`src/rtl/item_select_arb.sv`:
```
// item_select_arb: round-robin arbiter over NUM_CH item-selection sources
// feeding a FIFO_DEPTH-entry queue toward the dispense controller.
// Optional feature macro: ITEM_SELECT_RANGE_CHECK_EN (drop addresses > MAX_ITEM).
module item_select_arb #(
    parameter int unsigned ITEM_ADDR_WIDTH = 10,
    parameter int unsigned NUM_CH          = 4,
    parameter int unsigned FIFO_DEPTH      = 4,
    parameter int unsigned MAX_ITEM        = 1023
) (
    input  logic                              clk,
    input  logic                              rst,
    input  logic [NUM_CH*ITEM_ADDR_WIDTH-1:0] sel_addr,
    input  logic [NUM_CH-1:0]                 sel_valid,
    output logic [NUM_CH-1:0]                 sel_ready,
    output logic [NUM_CH-1:0]                 sel_reject,
    output logic [ITEM_ADDR_WIDTH-1:0]        out_item,
    output logic [$clog2(NUM_CH)-1:0]         out_ch,
    output logic                              out_valid,
    input  logic                              out_ready,
    output logic [$clog2(FIFO_DEPTH):0]       fifo_count
);

    localparam int unsigned CH_W  = $clog2(NUM_CH);
    localparam int unsigned PTR_W = $clog2(FIFO_DEPTH);
    localparam int unsigned CNT_W = PTR_W + 1;

    logic [ITEM_ADDR_WIDTH-1:0] mem_item [FIFO_DEPTH];
    logic [CH_W-1:0]            mem_ch   [FIFO_DEPTH];
    logic [PTR_W-1:0]           rd_ptr;
    logic [PTR_W-1:0]           wr_ptr;
    logic [CNT_W-1:0]           count;
    logic [CH_W-1:0]            rr_ptr;

    logic                       grant_found;
    logic [CH_W-1:0]            grant_idx;
    logic [ITEM_ADDR_WIDTH-1:0] grant_addr;
    logic                       hs;
    logic                       in_range;
    logic                       push;
    logic                       pop;
    logic [PTR_W-1:0]           rd_next;
    logic [CNT_W-1:0]           count_next;
    logic [ITEM_ADDR_WIDTH-1:0] head_item_next;
    logic [CH_W-1:0]            head_ch_next;
    logic [CH_W-1:0]            rr_next;

    // Round-robin search upward from rr_ptr; grant gated by registered occupancy.
    always_comb begin
        int unsigned idx;
        idx         = 0;
        grant_found = 1'b0;
        grant_idx   = '0;
        sel_ready   = '0;
        for (int unsigned k = 0; k < NUM_CH; k++) begin
            idx = int'(rr_ptr) + k;
            if (idx >= NUM_CH) idx = idx - NUM_CH;
            if (!grant_found && sel_valid[idx]) begin
                grant_found = 1'b1;
                grant_idx   = CH_W'(idx);
            end
        end
        if (!rst && grant_found && (count < CNT_W'(FIFO_DEPTH))) begin
            sel_ready[grant_idx] = 1'b1;
        end
    end

    assign grant_addr = sel_addr[grant_idx*ITEM_ADDR_WIDTH +: ITEM_ADDR_WIDTH];
    assign hs         = |(sel_valid & sel_ready);
    assign out_valid  = (count != '0);
    assign pop        = out_valid && out_ready;
    assign fifo_count = count;

`ifdef ITEM_SELECT_RANGE_CHECK_EN
    assign in_range = (32'(grant_addr) <= MAX_ITEM);
`else
    logic unused_max_item;
    assign in_range        = 1'b1;
    assign unused_max_item = ^32'(MAX_ITEM);
`endif

    assign push = hs && in_range;

    // Next-state for pointers, occupancy and the registered head view.
    always_comb begin
        rd_next        = pop ? rd_ptr + PTR_W'(1) : rd_ptr;
        count_next     = count;
        head_item_next = mem_item[rd_next];
        head_ch_next   = mem_ch[rd_next];
        rr_next        = (grant_idx == CH_W'(NUM_CH - 1)) ? '0 : grant_idx + CH_W'(1);
        case ({push, pop})
            2'b10:   count_next = count + CNT_W'(1);
            2'b01:   count_next = count - CNT_W'(1);
            default: count_next = count;
        endcase
        // Entry written this edge becomes the head when the queue drains to it.
        if (push && (wr_ptr == rd_next)) begin
            head_item_next = grant_addr;
            head_ch_next   = grant_idx;
        end
    end

    // Queue storage, pointers, RR pointer and head registers.
    always_ff @(posedge clk) begin
        if (rst) begin
            rd_ptr   <= '0;
            wr_ptr   <= '0;
            count    <= '0;
            rr_ptr   <= '0;
            out_item <= '0;
            out_ch   <= '0;
        end else begin
            if (push) begin
                mem_item[wr_ptr] <= grant_addr;
                mem_ch[wr_ptr]   <= grant_idx;
                wr_ptr           <= wr_ptr + PTR_W'(1);
            end
            if (hs) rr_ptr <= rr_next;
            rd_ptr <= rd_next;
            count  <= count_next;
            if (count_next != '0) begin
                out_item <= head_item_next;
                out_ch   <= head_ch_next;
            end
        end
    end

`ifdef ITEM_SELECT_RANGE_CHECK_EN
    // One-cycle reject pulse for a consumed out-of-range address.
    always_ff @(posedge clk) begin
        if (rst) begin
            sel_reject <= '0;
        end else begin
            sel_reject <= (hs && !in_range) ? sel_ready : '0;
        end
    end
`else
    assign sel_reject = '0;
`endif

endmodule
```
`config.mk`:
```
export PLATFORM = sky130hd
export DESIGN_NAME = item_select_arb
export DESIGN_NICKNAME = d
export VERILOG_FILES = /design/src/rtl/item_select_arb.sv
export SDC_FILE = /design/constraint.sdc
export NUM_CORES = 1
export LEC_CHECK = 0
export CAP_MARGIN = 40
export CORE_UTILIZATION = 53
export CTS_CLUSTER_DIAMETER = 40
export CTS_CLUSTER_SIZE = 40
export DETAILED_ROUTE_END_ITERATION = 8
export HOLD_SLACK_MARGIN = 0.12
export PLACE_DENSITY = 0.89
export SLEW_MARGIN = 20
export SYNTH_ARGS = -nofsm -noshare
export SYNTH_HDL_FRONTEND = slang
export SYNTH_SLANG_ARGS = --single-unit
export TNS_END_PERCENT = 1
```
`constraint.sdc`:
```
create_clock -name clk -period 4.5 [get_ports clk]
set_input_delay 0.675 -clock clk [delete_from_list [all_inputs] [get_ports clk]]
set_output_delay 0.675 -clock clk [all_outputs]
set_load 0.02 [all_outputs]
```
==> results.md <==
* Status: completed
* Number of global-route vias before repair at 3303
* Initial antenna violation count at 0
* RSZ-0062 raised after global routing: no
* Post-synthesis sequential area ratio at 0.466
* CP Class: in2reg
* Post_cts resized at 0
* Die span in y at 88.8 µm
* Setup TNS at 0 ns
* Yosys cell types at 55
* Max FO, Critical Path at 11
* Synthesized area at 4000 µm²
* Final hold vios at 0
* Largest net degree at the start of global routing at 52
* Worst setup EP type: flip-flop
* Peak VDD IR at 0.384 mV
* Clk sink count at 69
* PwrDens at 573 nW/µm²
* Starting Density at 0.551
* Top Ports at 71
* Slew Viols, Final at 0
* DR vias at 3514
* Share of post-route cells with drive strength above 1 at 0.0941
* CP Data Required Time at 4.73 ns
* Post-DP HPWL at 6.91 mm
* Slew Limit Headroom at 0.472
* Post-Route Skew at 0.00477 ns
* Worst-Margin Slew at 0.783 ns
* Die area at 7890 µm²
* Cell Area, Placed at 4730 µm²
* Core area at 7250 µm²
* Antenna Diode Count at 0
* GPL Wtd Cong at 0.831
* Crit share post-route at 0.907
* Count of flip-flops with a built-in enable after synthesis at 48
* Leakage at 1.71 nW
* Final non-filler cell area at 4910 µm²
* Top cells by area, synth: edfxtp_1, dfxtp_1, a211oi_1
* Max Root-Sink Buffers at 2
* Hold Worst Slack at 0.471 ns
* Max_cap viols at 0
* Row Count at 31
* Synth Register Bits at 69
* Chip width at 88.8 µm
* Setup Fix Bufs, Post-CTS at 0
* All-layer global routing usage at 0.266
* Worst hold-check path type: reg2reg
* Starting DRT DRC Count at 524
* Arr. time, crit path at 4.31 ns
* Top cell type's share of synthesized area at 0.361
* Clock slew at reported path FFs at 0.07 ns
* Synth warn at 0
* CTS buffer count at 9
* GRT overflow at 0
* Synthesis-to-layout area growth at 23.0%
* Final min period at 4.08 ns
* DR pass1 iterations at 5
* Avg Inst Size Synth at 9.67 µm²
* Post-synthesis async set-or-reset flop share at 0
* Final ANT Viol Nets at 0
* Final Setup Violations at 0
* # DRC at 0
* Synthesized netlist cell count at 413
* TritonCTS clock tree: built
* Final #Nets at 527
* Number of H-tree levels at 3
* Type of origin of the critical path: input port
* Ys flop type: edfxtp_1
* First-pass GRT wire length at 15.7 mm
* Area leader, netlist: edfxtp_1
* Post-CTS Hold Fix Bufs at 0
* DR WL/cell at 17.3 µm
* CTS root buf: clkbuf_8
* Buffers on Ports at 66
* Worst-Skew Late Latency at 0.34 ns
* Detailed-route wire length at 9.96 mm
* Maximum achievable frequency at 0.245 GHz
* Vias per cell at 6.09
[cell usage after synthesis (all sizes together) (12+ instances only)]
cell	count
nand2	52
edfxtp	48
nand3	36
and2	34
a211oi	30
dfxtp	21
clkbuf	20
o21ai	19
a21oi	16
inv	14
buf	12
nor2	12
o31ai	12
[cell type report]
type                    instances  area, µm²
fillers                       517       2340
multi-input cells             301       1940
flip-flops and latches         69       1860
repair buffers                 78        751
clock buffers                  11        153
well taps                      99        124
inverters                      14       52.6
clock inverters                 5       33.8
[report_power, final]
part | total, mW | internal, mW | leakage (nW) | switching (mW)
sequential | 0.930 | 0.845 | 0.613 | 0.0846
combinational | 1.42 | 0.560 | 1.01 | 0.861
clock | 0.463 | 0.232 | 0.0904 | 0.231
total | 2.81 | 1.64 | 1.71 | 1.18
[per-layer routing]
layer  vias to the layer above  wire length [µm]  global-route usage
met2                       194              4870               0.443
li1                       1647                 -                   -
met4                         0               188               0.107
met3                        23               801              0.0588
met5                         -                 0                   0
met1                      1650              4100               0.337
[cell usage in the layout, fill, tap and decap left out, types with 2 or more instances in the layout]
cell,instances
clkdlybuf4s50_1,66
nand2_1,51
edfxtp_1,48
nand3_1,36
and2_1,33
a211oi_1,29
dfxtp_1,21
o21ai_0,19
a21oi_1,16
nor2_1,12
buf_4,12
mux2i_1,11
o31ai_1,11
inv_1,10
nor3_1,9
a31oi_1,9
a311oi_1,9
clkbuf_8,9
ha_1,6
nand2b_1,5
inv_2,4
nor2b_1,4
conb_1,4
xnor2_1,3
xor2_1,3
or3_1,2
o22ai_1,2
a211o_1,2
clkinvlp_4,2
clkinv_2,2
[through the flow]
stage / util / setup WS, ns / total power, mW / instances
2_1_floorplan: - / 0.350 / 1.90 / 416
3_3_place_gp: 0.652 / 0.295 / 2.23 / 561
3_5_place_dp: 0.652 / 0.122 / 2.31 / 561
4_1_cts: 0.677 / 0.454 / 2.79 / 577
5_1_grt: 0.677 / 0.169 / 2.97 / 577
6_report: 0.677 / 0.418 / 2.81 / 577
[flip-flops by register name, indices dropped and copies added (netlist names)]
signal,cells
fifo_count,3
rr_ptr,2
out_item,10
wr_ptr,2
out_ch,2
rd_ptr,2
mem_item,40
mem_ch,8
[worst max-delay path, cell delays in order]
cell and delay [ns]:
clkdlybuf4s50_1 0.46, and2_4 0.20, and2_1 0.15, or3_4 0.36
inv_1 0.06, ha_1 0.17, nand2_1 0.11, a31oi_2 0.23
inv_1 0.06, ha_1 0.21, inv_1 0.08, fa_1 0.19
xor2_1 0.28, o211ai_1 0.12, mux2i_1 0.21, a21o_1 0.22
buf_4 0.21, nor3_1 0.07, a211o_1 0.24
[worst paths after layout]
check | from | endpoint | slack [ns] | depth (start not counted)
hold / removal | out_item[2] | out_item[2] | 0.47 | 2
setup reg to reg | rr_ptr[1] | out_ch[1] | 0.86 | 18
hold reg to reg | out_item[2] | out_item[2] | 0.47 | 2
setup / recovery | sel_valid[0] | out_ch[1] | 0.42 | 19
[cells by family after synthesis]
kind of cell / synth area share
buf+inv: 0.0517
fa+ha+maj: 0.0238
xor+xnor: 0.0132
mux: 0.0332
other cells: 0.000939
compound gates: 0.208
flops: 0.466
simple gates: 0.204
No activity file was read; power rests on OpenSTA's default activity.
==> variant (same flow settings) <==
`FIFO_DEPTH`: 4 -> 8.
--- a/src/rtl/item_select_arb.sv
+++ b/src/rtl/item_select_arb.sv
@@ -6,3 +6,3 @@
     parameter int unsigned NUM_CH          = 4,
-    parameter int unsigned FIFO_DEPTH      = 4,
+    parameter int unsigned FIFO_DEPTH      = 8,
     parameter int unsigned MAX_ITEM        = 1023
Interface: changed (resized fifo_count); port bits go from 71 to 72. No check against the original RTL was run, so the function may have changed too.
==> variant against the unedited design <==
  * Synthesized area rose by 68%
  * Sequential power up 65%
  * Die area rose by 66%
  * Final cell count grew 38%
  * Setup slack lost 0.25 ns
  * Wire length grew 81%
  * Final area rose by 68%
  * Total power rose by 76%
  * Clock power rose to 3.1 times the old value
  * Sequential cell count rose by 51
  * Register-to-register slack got worse by 0.25 ns
==> variant: results (changes against the unedited design) <==
metric	value	unit	change
largest net degree at the start of global routing	48		-7.7%
cts bufs inserted	17		+8
# fillers	762		+47%
placed cell count	765		+36%
RR Endpoint	out_ch[0]		
routed wl met3	1840	µm	+130%
first-pass GRT wire length	28000	µm	+78%
CP Data Arrival Time	4.65	ns	+0.34 ns
R2R depth	17		-1
Clk pwr share	28.8	%	+12 points
maximum VDD drop	311	µV	-19%
Worst-Skew Late Latency	0.41	ns	+0.07 ns
CP Max Fanout	13		+2
synth cell count leaders	edfxtp_1, mux2i_1, nand2_1		
routed via count	5207		+48%
Synth Area per Inst	12.2	µm²	+26%
Compound-Gate Fraction of Synth Area	11.0	%	-9.8 points
share of cells above drive strength 1	18.3	%	+8.9 points
GR met2 Demand/Resource	50.5	%	+6.3 points
hold path start	out_item[5]		
most area-consuming cells after synthesis	edfxtp_1, mux2i_1, dfxtp_1, mux4_2, nand2_1		
Worst Skew	0.00719	ns	+0.00242 ns
Initial DRT Pass Iterations	7		+2
Final Non-Filler Cells	797		+38%
met1 track demand over resource	34.1	%	+0.37 points
Port Buf Inserts	67		+1.5%
xor and xnor area share after synthesis	1.68	%	+0.36 points
metal2 WL	9210	µm	+89%
H-tree levels	4		+1
GR Util met3	5.66	%	-0.21 points
multiplexer share of the synthesized area	20.4	%	+17 points
Hold Crit Endpoint	out_item[5]		
flop-to-flop setup slack	0.61	ns	-0.25 ns
P_comb	1.99	mW	+40%
initial DRC count	546		+4.2%
fin nets	670		+27%
via count of the first global-routing pass	5369		+63%
area share of fa/ha/maj cells after synthesis	1.42	%	-0.96 points
status	complete, no violations		
register area share after synthesis	50.1	%	+3.5 points
switching power	1.71	mW	+45%
Hold WS	0.530	ns	+0.0592 ns
Final GP Congestion	0.855		+2.9%
Worst-path clk slew	0.05	ns	-0.02 ns
placed wire-length estimate	11000	µm	+60%
synthesized flop and latch total	120		+74%
Largest regs	mem_item: 80 flops, mem_ch: 16 flops, out_item: 10 flops		
Leak	2.75	nW	+60%
EDFF count, synth	96		+100%
area post-placement	7580	µm²	+60%
main flop type after synthesis	edfxtp_1		
WL/cell	22.7	µm	+31%
==> variant: cell types whose count changed after synthesis, moves of 8 or more <==
| cell | delta |
|---|---|
| a211oi_1 | -25 |
| a221o_1 | +8 |
| a311oi_1 | -9 |
| a31oi_1 | -9 |
| and2_1 | -29 |
| buf_2 | +20 |
| clkbuf_1 | -8 |
| edfxtp_1 | +48 |
| mux2_2 | +13 |
| mux2i_1 | +64 |
| mux4_2 | +20 |
| nand3_1 | -18 |
| nor3_1 | +19 |
| o31ai_1 | -10 |
==> variant: critical path: stages <==
cell and delay (ns):
clkdlybuf4s50_1 0.47, nor2b_1 0.19, o21a_1 0.21, or3_1 0.39, inv_2 0.07, ha_1 0.16, nand2_1 0.11, a31oi_4 0.21
inv_2 0.06, ha_1 0.28, ha_4 0.33, nand3_1 0.14, a211o_1 0.33, a21o_1 0.23, a31oi_2 0.24, buf_6 0.21
nand2b_1 0.13, o211ai_1 0.20
==> variant: repair_timing <==
item / CTS / global route
endpoints found under the setup margin: 0 / 10
hold buffers: 0 / 0
gates resized for setup: 0 / 6
==> variant: stage by stage <==
| stage | utilization (%) | TNS, ns | power (mW) |
|---|---|---|---|
| after global routing | 67.7 | -0.00360 | 5.12 |
| after floorplan | - | 0 | 2.91 |
| after global placement | 62.2 | -0.505 | 3.33 |
| after CTS | 67.5 | 0 | 4.87 |
| final | 67.7 | 0 | 4.94 |
| after detailed placement | 62.3 | -2.90 | 3.43 |
==> variant: logic make-up (layout without fill, tap and decap cells) <==
family | count (synthesis) | after routing
other | 1 | 4
buffers and inverters | 59 | 136
and+or+nand+nor | 146 | 146
muxes | 109 | 109
xor gates and xnor gates | 12 | 12
adders and majority gates | 7 | 7
DFF | 120 | 120
AOI/OAI and AO/OA | 95 | 95
==> variant: worst max-delay path by stage <==
| stage | slack (ns) | end | startpoint | depth (start not counted) |
|---|---|---|---|---|
| after floorplan | 0.26 | out_item[1] | sel_valid[2] | 18 |
| after global placement | -0.06 | out_item[8] | sel_valid[2] | 17 |
| after detailed placement | -0.36 | out_item[0] | sel_valid[2] | 17 |
| after CTS | 0.02 | out_item[2] | sel_valid[2] | 17 |
| after global routing | -0.004 | out_item[2] | sel_valid[2] | 17 |
| final | 0.17 | out_ch[0] | sel_valid[2] | 18 |
==> variant: area by class of cell <==
type,instances,area [µm²],share of cell area (%)
clock inverters,8,145,1.76
inverters,11,43.8,0.532
well taps,168,210,2.55
flip-flops and latches,120,3370,40.9
multi-input cells,373,3110,37.8
repair buffers,93,877,10.7
clock buffers,24,482,5.85
